### src/rtl/debounced_uart_io.sv
// debounced_uart_io: board-level I/O front end with two independent blocks
// that share one clock and one synchronous active-low reset.
//   - Push-button debouncer: turns a raw, bouncy, asynchronous button into a
//     single-cycle press pulse once the level has been stable long enough.
//   - 8N1 UART transmitter with a valid/ready byte interface.
//
// Ports:
//   clk          system clock, rising edge
//   rst_n        synchronous reset, active low
//   btn_raw      raw button, active high, asynchronous, may bounce
//   btn_pressed  one-cycle pulse per debounced press
//   data[7:0]    byte to transmit, captured when valid && ready
//   valid        transmit request
//   ready        high while the transmitter can take a byte
//   tx           serial line, idle high
module debounced_uart_io #(
  parameter int CLK_FREQ    = 50_000_000,
  parameter int BAUD        = 115200,
  parameter int DEBOUNCE_MS = 10
) (
  input  logic       clk,
  input  logic       rst_n,
  input  logic       btn_raw,
  output logic       btn_pressed,
  input  logic [7:0] data,
  input  logic       valid,
  output logic       ready,
  output logic       tx
);

  localparam int CLKS_PER_BIT    = CLK_FREQ / BAUD;
  localparam int DEBOUNCE_CYCLES = (CLK_FREQ / 1000) * DEBOUNCE_MS;
  localparam int DB_W            = $clog2(DEBOUNCE_CYCLES) + 1;
  localparam int BT_W            = (CLKS_PER_BIT > 1) ? $clog2(CLKS_PER_BIT) : 1;

  localparam logic [DB_W-1:0] DB_LAST = DB_W'(DEBOUNCE_CYCLES - 1);
  localparam logic [BT_W-1:0] BT_LAST = BT_W'(CLKS_PER_BIT - 1);

  // ---------------------------------------------------------------------
  // Debouncer: 2-flop synchroniser, then a run-length counter against the
  // current stable level. Any sample equal to the stable level restarts the
  // count, so only an uninterrupted run of DEBOUNCE_CYCLES changes state.
  // ---------------------------------------------------------------------
  logic            sync1;
  logic            sync2;
  logic            stable;
  logic [DB_W-1:0] db_cnt;

  always_ff @(posedge clk) begin
    if (!rst_n) begin
      sync1       <= 1'b0;
      sync2       <= 1'b0;
      stable      <= 1'b0;
      db_cnt      <= '0;
      btn_pressed <= 1'b0;
    end else begin
      sync1       <= btn_raw;
      sync2       <= sync1;
      btn_pressed <= 1'b0;
      if (sync2 == stable) begin
        db_cnt <= '0;
      end else if (db_cnt == DB_LAST) begin
        stable      <= sync2;
        db_cnt      <= '0;
        // only the 0->1 transition is reported; releases update silently
        btn_pressed <= sync2;
      end else begin
        db_cnt <= db_cnt + 1'b1;
      end
    end
  end

  // ---------------------------------------------------------------------
  // UART transmitter FSM
  // ---------------------------------------------------------------------
  typedef enum logic [1:0] {
    S_IDLE  = 2'd0,
    S_START = 2'd1,
    S_DATA  = 2'd2,
    S_STOP  = 2'd3
  } state_t;

  state_t          state;
  state_t          state_nxt;
  logic [BT_W-1:0] bit_tmr;
  logic [2:0]      bit_idx;
  logic [2:0]      idx_nxt;
  logic [7:0]      shreg;
  logic            bit_done;
  logic            accept;
  logic            tx_nxt;

  assign bit_done = (bit_tmr == BT_LAST);
  assign accept   = valid && ready;

  always_ff @(posedge clk) begin
    if (!rst_n) begin
      state <= S_IDLE;
    end else begin
      state <= state_nxt;
    end
  end

  always_comb begin
    state_nxt = state;
    case (state)
      S_IDLE:  if (valid)                        state_nxt = S_START;
      S_START: if (bit_done)                     state_nxt = S_DATA;
      S_DATA:  if (bit_done && bit_idx == 3'd7)  state_nxt = S_STOP;
      S_STOP:  if (bit_done)                     state_nxt = S_IDLE;
      default:                                   state_nxt = S_IDLE;
    endcase
  end

  // tx is computed from the upcoming state so the registered line changes
  // on the same edge as the state, with no combinational path to the pin.
  always_comb begin
    ready   = (state == S_IDLE);
    idx_nxt = bit_idx;
    if (state == S_IDLE) begin
      idx_nxt = 3'd0;
    end else if (state == S_DATA && bit_done) begin
      idx_nxt = bit_idx + 3'd1;
    end
    case (state_nxt)
      S_START: tx_nxt = 1'b0;
      S_DATA:  tx_nxt = shreg[idx_nxt];
      default: tx_nxt = 1'b1;
    endcase
  end

  // ---------------------------------------------------------------------
  // UART bit timing and line register
  // ---------------------------------------------------------------------
  always_ff @(posedge clk) begin
    if (!rst_n) begin
      tx      <= 1'b1;
      bit_tmr <= '0;
      bit_idx <= 3'd0;
    end else begin
      tx      <= tx_nxt;
      bit_idx <= idx_nxt;
      if (state == S_IDLE || bit_done) begin
        bit_tmr <= '0;
      end else begin
        bit_tmr <= bit_tmr + 1'b1;
      end
    end
  end

  // Byte holding register: only loaded on accept, so later changes on data
  // never reach a frame in flight.
  always_ff @(posedge clk) begin
    if (accept) begin
      shreg <= data;
    end
  end

endmodule

### config.mk
export PLATFORM = sky130hd
export DESIGN_NAME = debounced_uart_io
export DESIGN_NICKNAME = d
export VERILOG_FILES = /design/src/rtl/debounced_uart_io.sv
export SDC_FILE = /design/constraint.sdc
export NUM_CORES = 1
export LEC_CHECK = 0
export ABC_AREA = 1
export CAP_MARGIN = 10
export CORE_MARGIN = 4
export CORE_UTILIZATION = 35
export CTS_CLUSTER_DIAMETER = 120
export DETAILED_ROUTE_END_ITERATION = 8
export GPL_TIMING_DRIVEN = 0
export SLEW_MARGIN = 20
export SYNTH_ARGS = -nofsm -noshare
export SYNTH_HDL_FRONTEND = slang
export SYNTH_SLANG_ARGS = --single-unit
### constraint.sdc
create_clock -name clk -period 2.1 [get_ports clk]
set_input_delay 0.315 -clock clk [delete_from_list [all_inputs] [get_ports clk]]
set_output_delay 0.315 -clock clk [all_outputs]
set_load 0.005 [all_outputs]
==> results of run 1 <==
flip-flops by register name (all words and copies together) (netlist names):
name,flops
db_cnt,20
bit_tmr,9
shreg,8
bit_idx,3
state,2
btn_pressed,1
stable,1
sync1,1
sync2,1
tx,1
per-layer routing:
metal	routed length [um]	share of wire	GRT usage
met1	2020	0.50	0.151
met5	0	0	0
met4	79	0.020	0.0541
met2	1790	0.44	0.190
met3	139	0.034	0.0276
kinds of logic (layout without fill, tap and decap cells):
logic type / count (synthesis) / after routing / share of synthesized area
adders and majority gates: 5 / 5 / 0.0270
DFF: 47 / 47 / 0.441
buffers and inverters: 50 / 72 / 0.0842
xor gates and xnor gates: 6 / 6 / 0.0227
AOI/OAI and AO/OA: 22 / 22 / 0.0529
and+or+nand+nor: 156 / 156 / 0.373
power by group:
group | leakage (nW) | switching, W | internal (W)
clock | 0.0618 | 0.000310 | 0.000392
combinational | 0.542 | 0.0000349 | 0.0000368
sequential | 0.392 | 0.00000911 | 0.000933
total | 0.995 | 0.000354 | 0.00136
synth_stat cells (all sizes together):
master,n,area [um^2]
nand3b,3,22.5
nand3,23,133
or2,2,12.5
nor3b,1,12.5
a21oi,15,75.1
ha,5,62.6
nor4,3,33.8
and3,1,6.26
xor2,3,26.3
clkinv,2,7.51
o21ai,2,10.0
o21bai,1,7.51
a21o,1,7.51
edfxtp,8,240
o21a,2,15.0
inv,47,176
nor3,17,101
nor2,46,241
a211oi,1,7.51
dfxtp,39,781
nand4,7,58.8
xnor2,3,26.3
buf,1,11.3
nand2,53,241
worst min-delay path by stage:
stage	startpoint	endpoint	slack, ns	cells past startpoint
after floorplan	sync1	sync2	0.39	2
after global placement	sync1	sync2	0.40	2
after detailed placement	sync1	sync2	0.42	2
after CTS	sync1	sync2	0.43	2
after global routing	sync1	sync2	0.46	2
final	sync1	sync2	0.43	2
through the flow:
stage | cell area, um^2 | worst slack (ns) | instances | util
2_1_floorplan | 2320 | 0.554 | 286 | -
3_3_place_gp | 2550 | 0.170 | 377 | 0.400
3_5_place_dp | 2550 | 0.150 | 377 | 0.400
4_1_cts | 2680 | 0.360 | 385 | 0.419
5_1_grt | 2680 | 0.0985 | 385 | 0.419
6_report | 2680 | 0.379 | 385 | 0.419
cell type report:
cell class | count | area (um^2) | area share
inverters | 49 | 184 | 0.0688
plain buffers | 1 | 11.3 | 0.00421
repair buffers | 14 | 140 | 0.0524
multi-input cells | 189 | 1100 | 0.412
well taps | 77 | 96.3 | 0.0360
flip-flops and latches | 47 | 1020 | 0.382
clock buffers | 6 | 82.6 | 0.0309
clock inverters | 2 | 38.8 | 0.0145
cells in the final DEF (no fill, tap or decap), drive strengths merged:
cell type and instances:
buf 1, or2 2, bufinv 1, nor3b 1
xor2 3, nor4 3, nor3 17, nand3 23
clkdlybuf4s50 14, dfxtp 39, o21bai 1, a211oi 1
nand3b 3, o21ai 2, inv 48, o21a 2
a21oi 15, nor2 46, ha 5, and3 1
a21o 1, nand4 7, clkbuf 6, xnor2 3
clkinv 2, edfxtp 8, nand2 53
worst register-to-register path: stages, from the launching register on:
cell	delay (ns)
dfxtp_1	0.43
ha_1	0.20
nand2_1	0.09
nor2_4	0.20
nand3_4	0.11
inv_2	0.06
or2_1	0.09
nand2_1	0.05
nor2_2	0.12
inv_2	0.05
nand2_1	0.06
nand3_1	0.07
nand2_1	0.06
inv_1	0.04
==> results.cfg, run 1 <==
[cts]
clockBufferDepth = 2
cts_resized = 0
htreeDepth = 2
insertion_delay_ns = 0.30
clkTransAtPathRegs_ns = 0.09
cts_tree = built
postCtsSetupBuffers = 0
cts_buffers = 5
cts.sinks = 47
cts_hold_buf = 0
root_buffer = clkbuf_8

[critical_path]
reg2reg_to = tx
endpoint_kind = flip-flop
crit_buf_inv = 3
timing.rr.start = bit_tmr[0]
cp_cell_sequence = ha_1, nand2_1, nor2_4, nand3_4, inv_2, or2_1, nand2_1, nor2_2, inv_2, nand2_1, nand3_1, nand2_1, inv_1
cpMaxStageDelayCell = dfxtp_1
critPathArrivalTime_ns = 1.93
cp_common_cell = nand2_1
crit_fanout = 6
max_stage_delay_ns = 0.43
critPathCapture = tx
startpoint = bit_tmr[0]
path_depth = 13
crit_path_start_kind = flip-flop
rr_worst_depth = 13
cp.required_ns = 2.31
r2r_slack_ns = 0.38
cp_top_family = simple AND/OR/NAND/NOR gates
crit_type = reg2reg

[route]
drc_errors = 0
drt-vias-per-instance = 4.63
avgRoutedWirePerCell_um = 10.5
ant_nets = 0
first_pass_iters = 4
drt_wl_total_um = 4030
drt_iter0_markers = 64
route.vias.total = 1781

[placement]
dp_hpwl_um = 3100
gp_congestion = 0.816
place.port_buffers = 14

[sta]
slew_viol_final = 0
period_needed_ns = 1.72
fmax_mhz = 581
max_slew_margin = 0.548
holdWs_ns = 0.428
report.final.hold_viol_count = 0
rsz0062_at_grt = no
tightestPinTransition_ns = 0.675
fin_setup_tns_ns = 0
setup_viol = 0
finClkSkew_ns = 0.00469
fin_crit_sh = 0.820

[synthesis]
synth.distinct_cells = 38
yosys_register_bits = 47
synthesis.nets = 303
syn_inst = 286
syn_area_mm2 = 0.00232
seq_area_frac_synth = 0.441
ys_warn_count = 0
syn_area_per_cell_um2 = 8.10

[cells_and_area]
final.fill_count = 638
fin_nets = 324
layout-drive-gt1-share = 0.146
syn2layout_area_growth_pct = 15.4
antenna_cells = 0

[floorplanning]
start_util = 0.363
die_area_mm2 = 0.00799
row_count = 29
core_region_area_mm2 = 0.00639
die_y_um = 89.4
die_width_um = 89.4
io-pin-count = 15

[power]
p_per_area_mw_per_mm2 = 641
peakVddDrop_mv = 0.403
leakage_nw = 0.995
power_w = 0.00172

[global_route]
grt.total_usage = 0.119
grt_max_degree = 16
grt.overflow.total = 0
antenna_found_initial = 0
grt_first_pass_wirelength_um = 7380
grt_pass1_vias = 1724

[status]
status = completed

[job]
cap_violations = 0

[min_path]
hold_path.class = reg2reg
Power figures use the tool's default switching activity.
==> run 2, diff against run 1 <==
==> constraint.sdc (replaced) <==
create_clock -name clk -period 1.5 [get_ports clk]
set_input_delay 0.225 -clock clk [delete_from_list [all_inputs] [get_ports clk]]
set_output_delay 0.225 -clock clk [all_outputs]
set_load 0.005 [all_outputs]
==> run 2 against run 1 <==
Net effect:
- the run now ends with negative setup slack left
- combinational power grew 67%
- cell count increased by 5.7%
- clock power is 33% higher
- clock skew increased by 0.0011 ns
- register-to-register slack got worse by 0.46 ns
- global-route usage down 0.063 points
- routed wire length grew 8.5%
- die area unchanged
- sequential share of layout area fell by 3.8 points
- power increased by 38%
- worst hold slack lost 0.0043 ns
- critical endpoint is now db_cnt[18]
==> results.cfg, run 2 (same netlist as run 1, synthesis figures left out) <==
[status]
status = finished with violations
violations = negative setup slack

[placement]
dp_hpwl_um = 3080
post-place-ws_ns = -0.334
place.port_buffers = 14
gp_congestion = 0.800

[sta]
fin_setup_tns_ns = -0.284
period_needed_ns = 1.59
setup_viol = 7
fmax_mhz = 631
fin_crit_sh = 1.06
max_slew_margin = 0.585
rsz0062_at_grt = yes
slew_viol_final = 0
setup_ws_ns = -0.0857
holdWs_ns = 0.423
report.final.hold_viol_count = 0
finClkSkew_ns = 0.00577
tightestPinTransition_ns = 0.620

[critical_path]
crit_type = reg2reg
crit_buf_inv = 1
endpoint_kind = flip-flop
cp_cell_sequence = ha_4, nand2_2, inv_2, nand2_4, nor2_4, nand2_2, nor2_4, nand3_4, nor2_4, nand3_1, nand3_1, a21oi_1
crit_fanout = 3
max_stage_delay_ns = 0.37
crit_path_start_kind = flip-flop
cp_common_cell = nor2_4
critPathArrivalTime_ns = 1.78
cp.required_ns = 1.69
cpMaxStageDelayCell = dfxtp_2
cp_top_family = simple AND/OR/NAND/NOR gates

[floorplanning]
die_area_mm2 = 0.00799
start_util = 0.363
row_count = 29
die_y_um = 89.4
die_width_um = 89.4
core_region_area_mm2 = 0.00639
io-pin-count = 15

[cells_and_area]
multi_input_area_mm2 = 0.00125
layout-drive-gt1-share = 0.297
syn2layout_area_growth_pct = 30.2
fin_nets = 346
seq_area_mm2 = 0.00104
reg_top3 = db_cnt (20), bit_tmr (9), shreg (8)
layout_common_cells = nand2_1, inv_1, dfxtp_1
antenna_cells = 0
layout_commonest_cell = nand2_1
final.fill_count = 616
top_register = db_cnt
largest_reg_flops = 20

[cts]
htreeDepth = 2
cts_buffers = 5
insertion_delay_ns = 0.30
root_buffer = clkbuf_8
clkTransAtPathRegs_ns = 0.09
clockBufferDepth = 2
cts_hold_buf = 0
cts_tree = built
cts.sinks = 47

[power]
switchingPower_w = 0.000504
power.share.switching = 0.212
p_seq_frac = 0.556
peakVddDrop_mv = 0.386
power_frac_comb = 0.051
leakage_nw = 1.15
p_per_area_mw_per_mm2 = 787
p_int_w = 0.00187
power_w = 0.00237
p_clk_frac = 0.393

[route]
drt-vias-per-instance = 4.61
ant_nets = 0
route.vias.total = 1876
drt_wl_total_um = 4370
drt_iter0_markers = 61
drc_errors = 0
first_pass_iters = 4
avgRoutedWirePerCell_um = 10.7

[global_route]
grt_max_degree = 16
grt_pass1_vias = 1788
grt.total_usage = 0.118
antenna_found_initial = 0
grt.overflow.total = 0
grt_first_pass_wirelength_um = 7550

[job]
cap_violations = 0

[min_path]
hold_path.class = reg2reg
## run 2: changes by cell type in the layout (fill, tap and decap cells not counted), sizes merged
cell and change:
buf +22, clkdlybuf4s50 -1, clkbuf -1, dlygate4sd2 +1
inv +1
## run 2: tightest hold or removal path, stage by stage, from the launching register on
cell	delay, ns
dfxtp_1	0.32
nand2_1	0.05
inv_1	0.04
## run 2: layout make-up
cell class,count,area share
buffer,1,0.00373
timing repair buffer,36,0.109
clock inverter,3,0.0141
multi-input combinational,189,0.414
clock buffer,5,0.0228
tap,77,0.0319
inverter,49,0.0614
sequential,47,0.343
## run 2: stage by stage
step / utilization / std cells / cell area (um^2)
global placement: 0.400 / 377 / 2550
CTS: 0.445 / 397 / 2840
global route: 0.472 / 407 / 3020
detailed placement: 0.400 / 377 / 2550
floorplan: - / 286 / 2320
finish: 0.472 / 407 / 3020
## run 2: final timing paths
kind / start / to / slack [ns] / depth (start not counted)
worst max-delay path: db_cnt[0] / db_cnt[18] / -0.09 / 12
worst min-delay path: sync1 / sync2 / 0.42 / 2
worst max register to register: db_cnt[0] / db_cnt[18] / -0.09 / 12
worst min register to register: sync1 / sync2 / 0.42 / 2
## run 2: what timing repair did
item / CTS / global route
endpoints found under the setup margin: 30 / 35
pin swaps: 13 / 18
gates resized for setup: 25 / 24
setup buffers: 12 / 10
## run 2: layer usage
metal | GRT usage | wire length, um | vias up
li1 | - | - | 1001
met1 | 0.147 | 2050 | 859
met2 | 0.206 | 2160 | 14
met3 | 0.0304 | 141 | 2
met4 | 0.0244 | 19 | 0
met5 | 0 | 0 | -
## run 2: power by group through the flow
stage	Sequential [W]	Clock, W	Combinational, W
after CTS	0.00132	0.000964	0.000112
final	0.00132	0.000933	0.000120
after floorplan	0.00135	0	0.0000487
after global placement	0.00135	0	0.000100
after global routing	0.00132	0.00103	0.000133
after detailed placement	0.00135	0	0.000101
==> run 3, diff against run 2 <==
--- a/config.mk
+++ b/config.mk
@@ -8,11 +8,11 @@
 export ABC_AREA = 1
 export CAP_MARGIN = 10
 export CORE_MARGIN = 4
-export CORE_UTILIZATION = 35
+export CORE_UTILIZATION = 45
 export CTS_CLUSTER_DIAMETER = 120
 export DETAILED_ROUTE_END_ITERATION = 8
 export GPL_TIMING_DRIVEN = 0
-export SLEW_MARGIN = 20
+export PLACE_DENSITY = 0.66
 export SYNTH_ARGS = -nofsm -noshare
 export SYNTH_HDL_FRONTEND = slang
 export SYNTH_SLANG_ARGS = --single-unit
==> run 3 against run 2 <==
Net effect:
- the run still ends with negative setup slack left
- clock power is 21% lower
- die area decreased by 20%
- non-clock buffer count shrank 4
- combinational power decreased by 4%
- critical endpoint is now tx
- largest power group unchanged
- highest routed layer unchanged
==> results.cfg, run 3 (same netlist as run 1, synthesis figures left out) <==
[status]
status = finished with violations
violations = negative setup slack

[sta]
tightestPinTransition_ns = 0.633
finClkSkew_ns = 0.00815
fmax_mhz = 643
setup_ws_ns = -0.0553
report.final.hold_viol_count = 0
setup_viol = 7
fin_crit_sh = 1.04
rsz0062_at_grt = yes
slew_viol_final = 0
period_needed_ns = 1.56
max_slew_margin = 0.576

[cells_and_area]
largest_reg_flops = 20
layout-drive-gt1-share = 0.291
syn2layout_area_growth_pct = 28.4
layout_commonest_cell = nand2_1
layout_common_cells = nand2_1, inv_1, dfxtp_1
top_register = db_cnt
antenna_cells = 0
final_util = 0.614
final.fill_count = 437
final_area_mm2 = 0.00298
fin_nets = 342
reg_top3 = db_cnt (20), bit_tmr (9), shreg (8)

[critical_path]
max_stage_delay_ns = 0.40
crit_buf_inv = 2
rr_worst_depth = 11
crit_fanout = 4
cp_common_cell = nand2_1
startpoint = bit_tmr[4]
critPathCapture = tx
critPathArrivalTime_ns = 1.76
r2r_slack_ns = -0.06
path_depth = 11
crit_type = reg2reg
cpMaxStageDelayCell = dfxtp_1
crit_path_start_kind = flip-flop
reg2reg_to = tx
cp_top_family = simple AND/OR/NAND/NOR gates
timing.rr.start = bit_tmr[4]
cp.required_ns = 1.70
endpoint_kind = flip-flop
cp_cell_sequence = nand2_2, nor2_2, nand4_1, nand3_2, clkinv_1, nand3_1, nand2_1, nand2_1, nand3_1, nand2_1, inv_1

[cts]
cts_buffers = 5
clockBufferDepth = 2
cts_hold_buf = 0
insertion_delay_ns = 0.30
cts.sinks = 47
cts_tree = built
clkTransAtPathRegs_ns = 0.09
htreeDepth = 2
root_buffer = clkbuf_8

[floorplanning]
die_width_um = 79.8
die_area_mm2 = 0.00636
io-pin-count = 15
core_region_area_mm2 = 0.00485
start_util = 0.478
die_y_um = 79.8
row_count = 25

[power]
peakVddDrop_mv = 0.494
p_per_area_mw_per_mm2 = 729
leakage_nw = 1.10
power_w = 0.00217

[route]
first_pass_iters = 4
drc_errors = 0
ant_nets = 0
drt_iter0_markers = 70
route.vias.total = 1886
drt_wl_total_um = 4350
avgRoutedWirePerCell_um = 11.1
drt-vias-per-instance = 4.80

[global_route]
top_usage_layer = met2
grt_max_degree = 15
grt.overflow.total = 0
grt_pass1_vias = 1730
grt.total_usage = 0.142
antenna_found_initial = 0
grt_use_met1 = 0.178
use_met3 = 0.0384
grt_first_pass_wirelength_um = 7220
grt_use_met2 = 0.235

[min_path]
hold_path.class = reg2reg
min_from = sync1

[placement]
gp_congestion = 0.797
placed_area_mm2 = 0.00254
dp_hpwl_um = 3030
place.port_buffers = 14

[job]
cap_violations = 0
-- run 3: cell types whose count changed in the layout (fill, tap and decap cells not counted), moves of 2 or more --
cell,delta
inv_2,-2
nor2_1,-2
nand3_2,-2
nor2_2,+2
nor3_2,+3
dfxtp_4,+2
nor3_1,-3
dfxtp_2,-3
buf_4,-5
-- run 3: worst register-to-register path: cells and delay by family (launching register included) --
kind                   cells  cell delay, ns
AND/OR/NAND/NOR            9            0.93
flip-flops                 1            0.40
buffers and inverters      2            0.13
-- run 3: power breakdown --
part,switching (W),internal (W)
registers,0.0000124,0.00130
logic,0.0000536,0.0000615
clock network,0.000413,0.000326
total,0.000479,0.00169
-- run 3: routing by layer --
metal	share of wire	wire length, um
met5	0	0
met4	0.018	79
met3	0.027	117
met2	0.49	2110
met1	0.47	2040
-- run 3: repair_timing --
| action | 4_1_cts | 5_1_grt |
|---|---|---|
| resized for setup | 22 | 35 |
| pin swaps | 13 | 16 |
| endpoints found under the setup margin | 29 | 30 |
| setup buffers | 8 | 10 |
-- run 3: final cells by class --
type / count / area [um^2] / area share
Inverter: 49 / 186 / 0.0627
Clock inverter: 2 / 12.5 / 0.00421
Tap cell: 67 / 83.8 / 0.0282
Buffer: 1 / 15.0 / 0.00505
Multi-Input combinational cell: 189 / 1270 / 0.428
Timing Repair Buffer: 32 / 293 / 0.0984
Clock buffer: 6 / 72.6 / 0.0244
Sequential cell: 47 / 1040 / 0.349
-- run 3: worst min-delay path by stage --
stage | endpoint | slack, ns | cells past startpoint
after floorplan | sync1 | 0.32 | 2
after global placement | sync2 | 0.41 | 2
after detailed placement | sync2 | 0.40 | 2
after CTS | sync2 | 0.43 | 2
after global routing | sync2 | 0.45 | 2
final | sync2 | 0.42 | 2
-- run 3: stage by stage --
step	hold slack [ns]	TNS [ns]	setup slack, ns	std cells
after floorplan	0.318	0	0.0169	286
after global placement	0.406	-5.39	-0.302	367
after detailed placement	0.400	-5.26	-0.278	367
after CTS	0.428	-0.307	-0.103	383
after global routing	0.450	-2.09	-0.208	393
final	0.422	-0.199	-0.0553	393
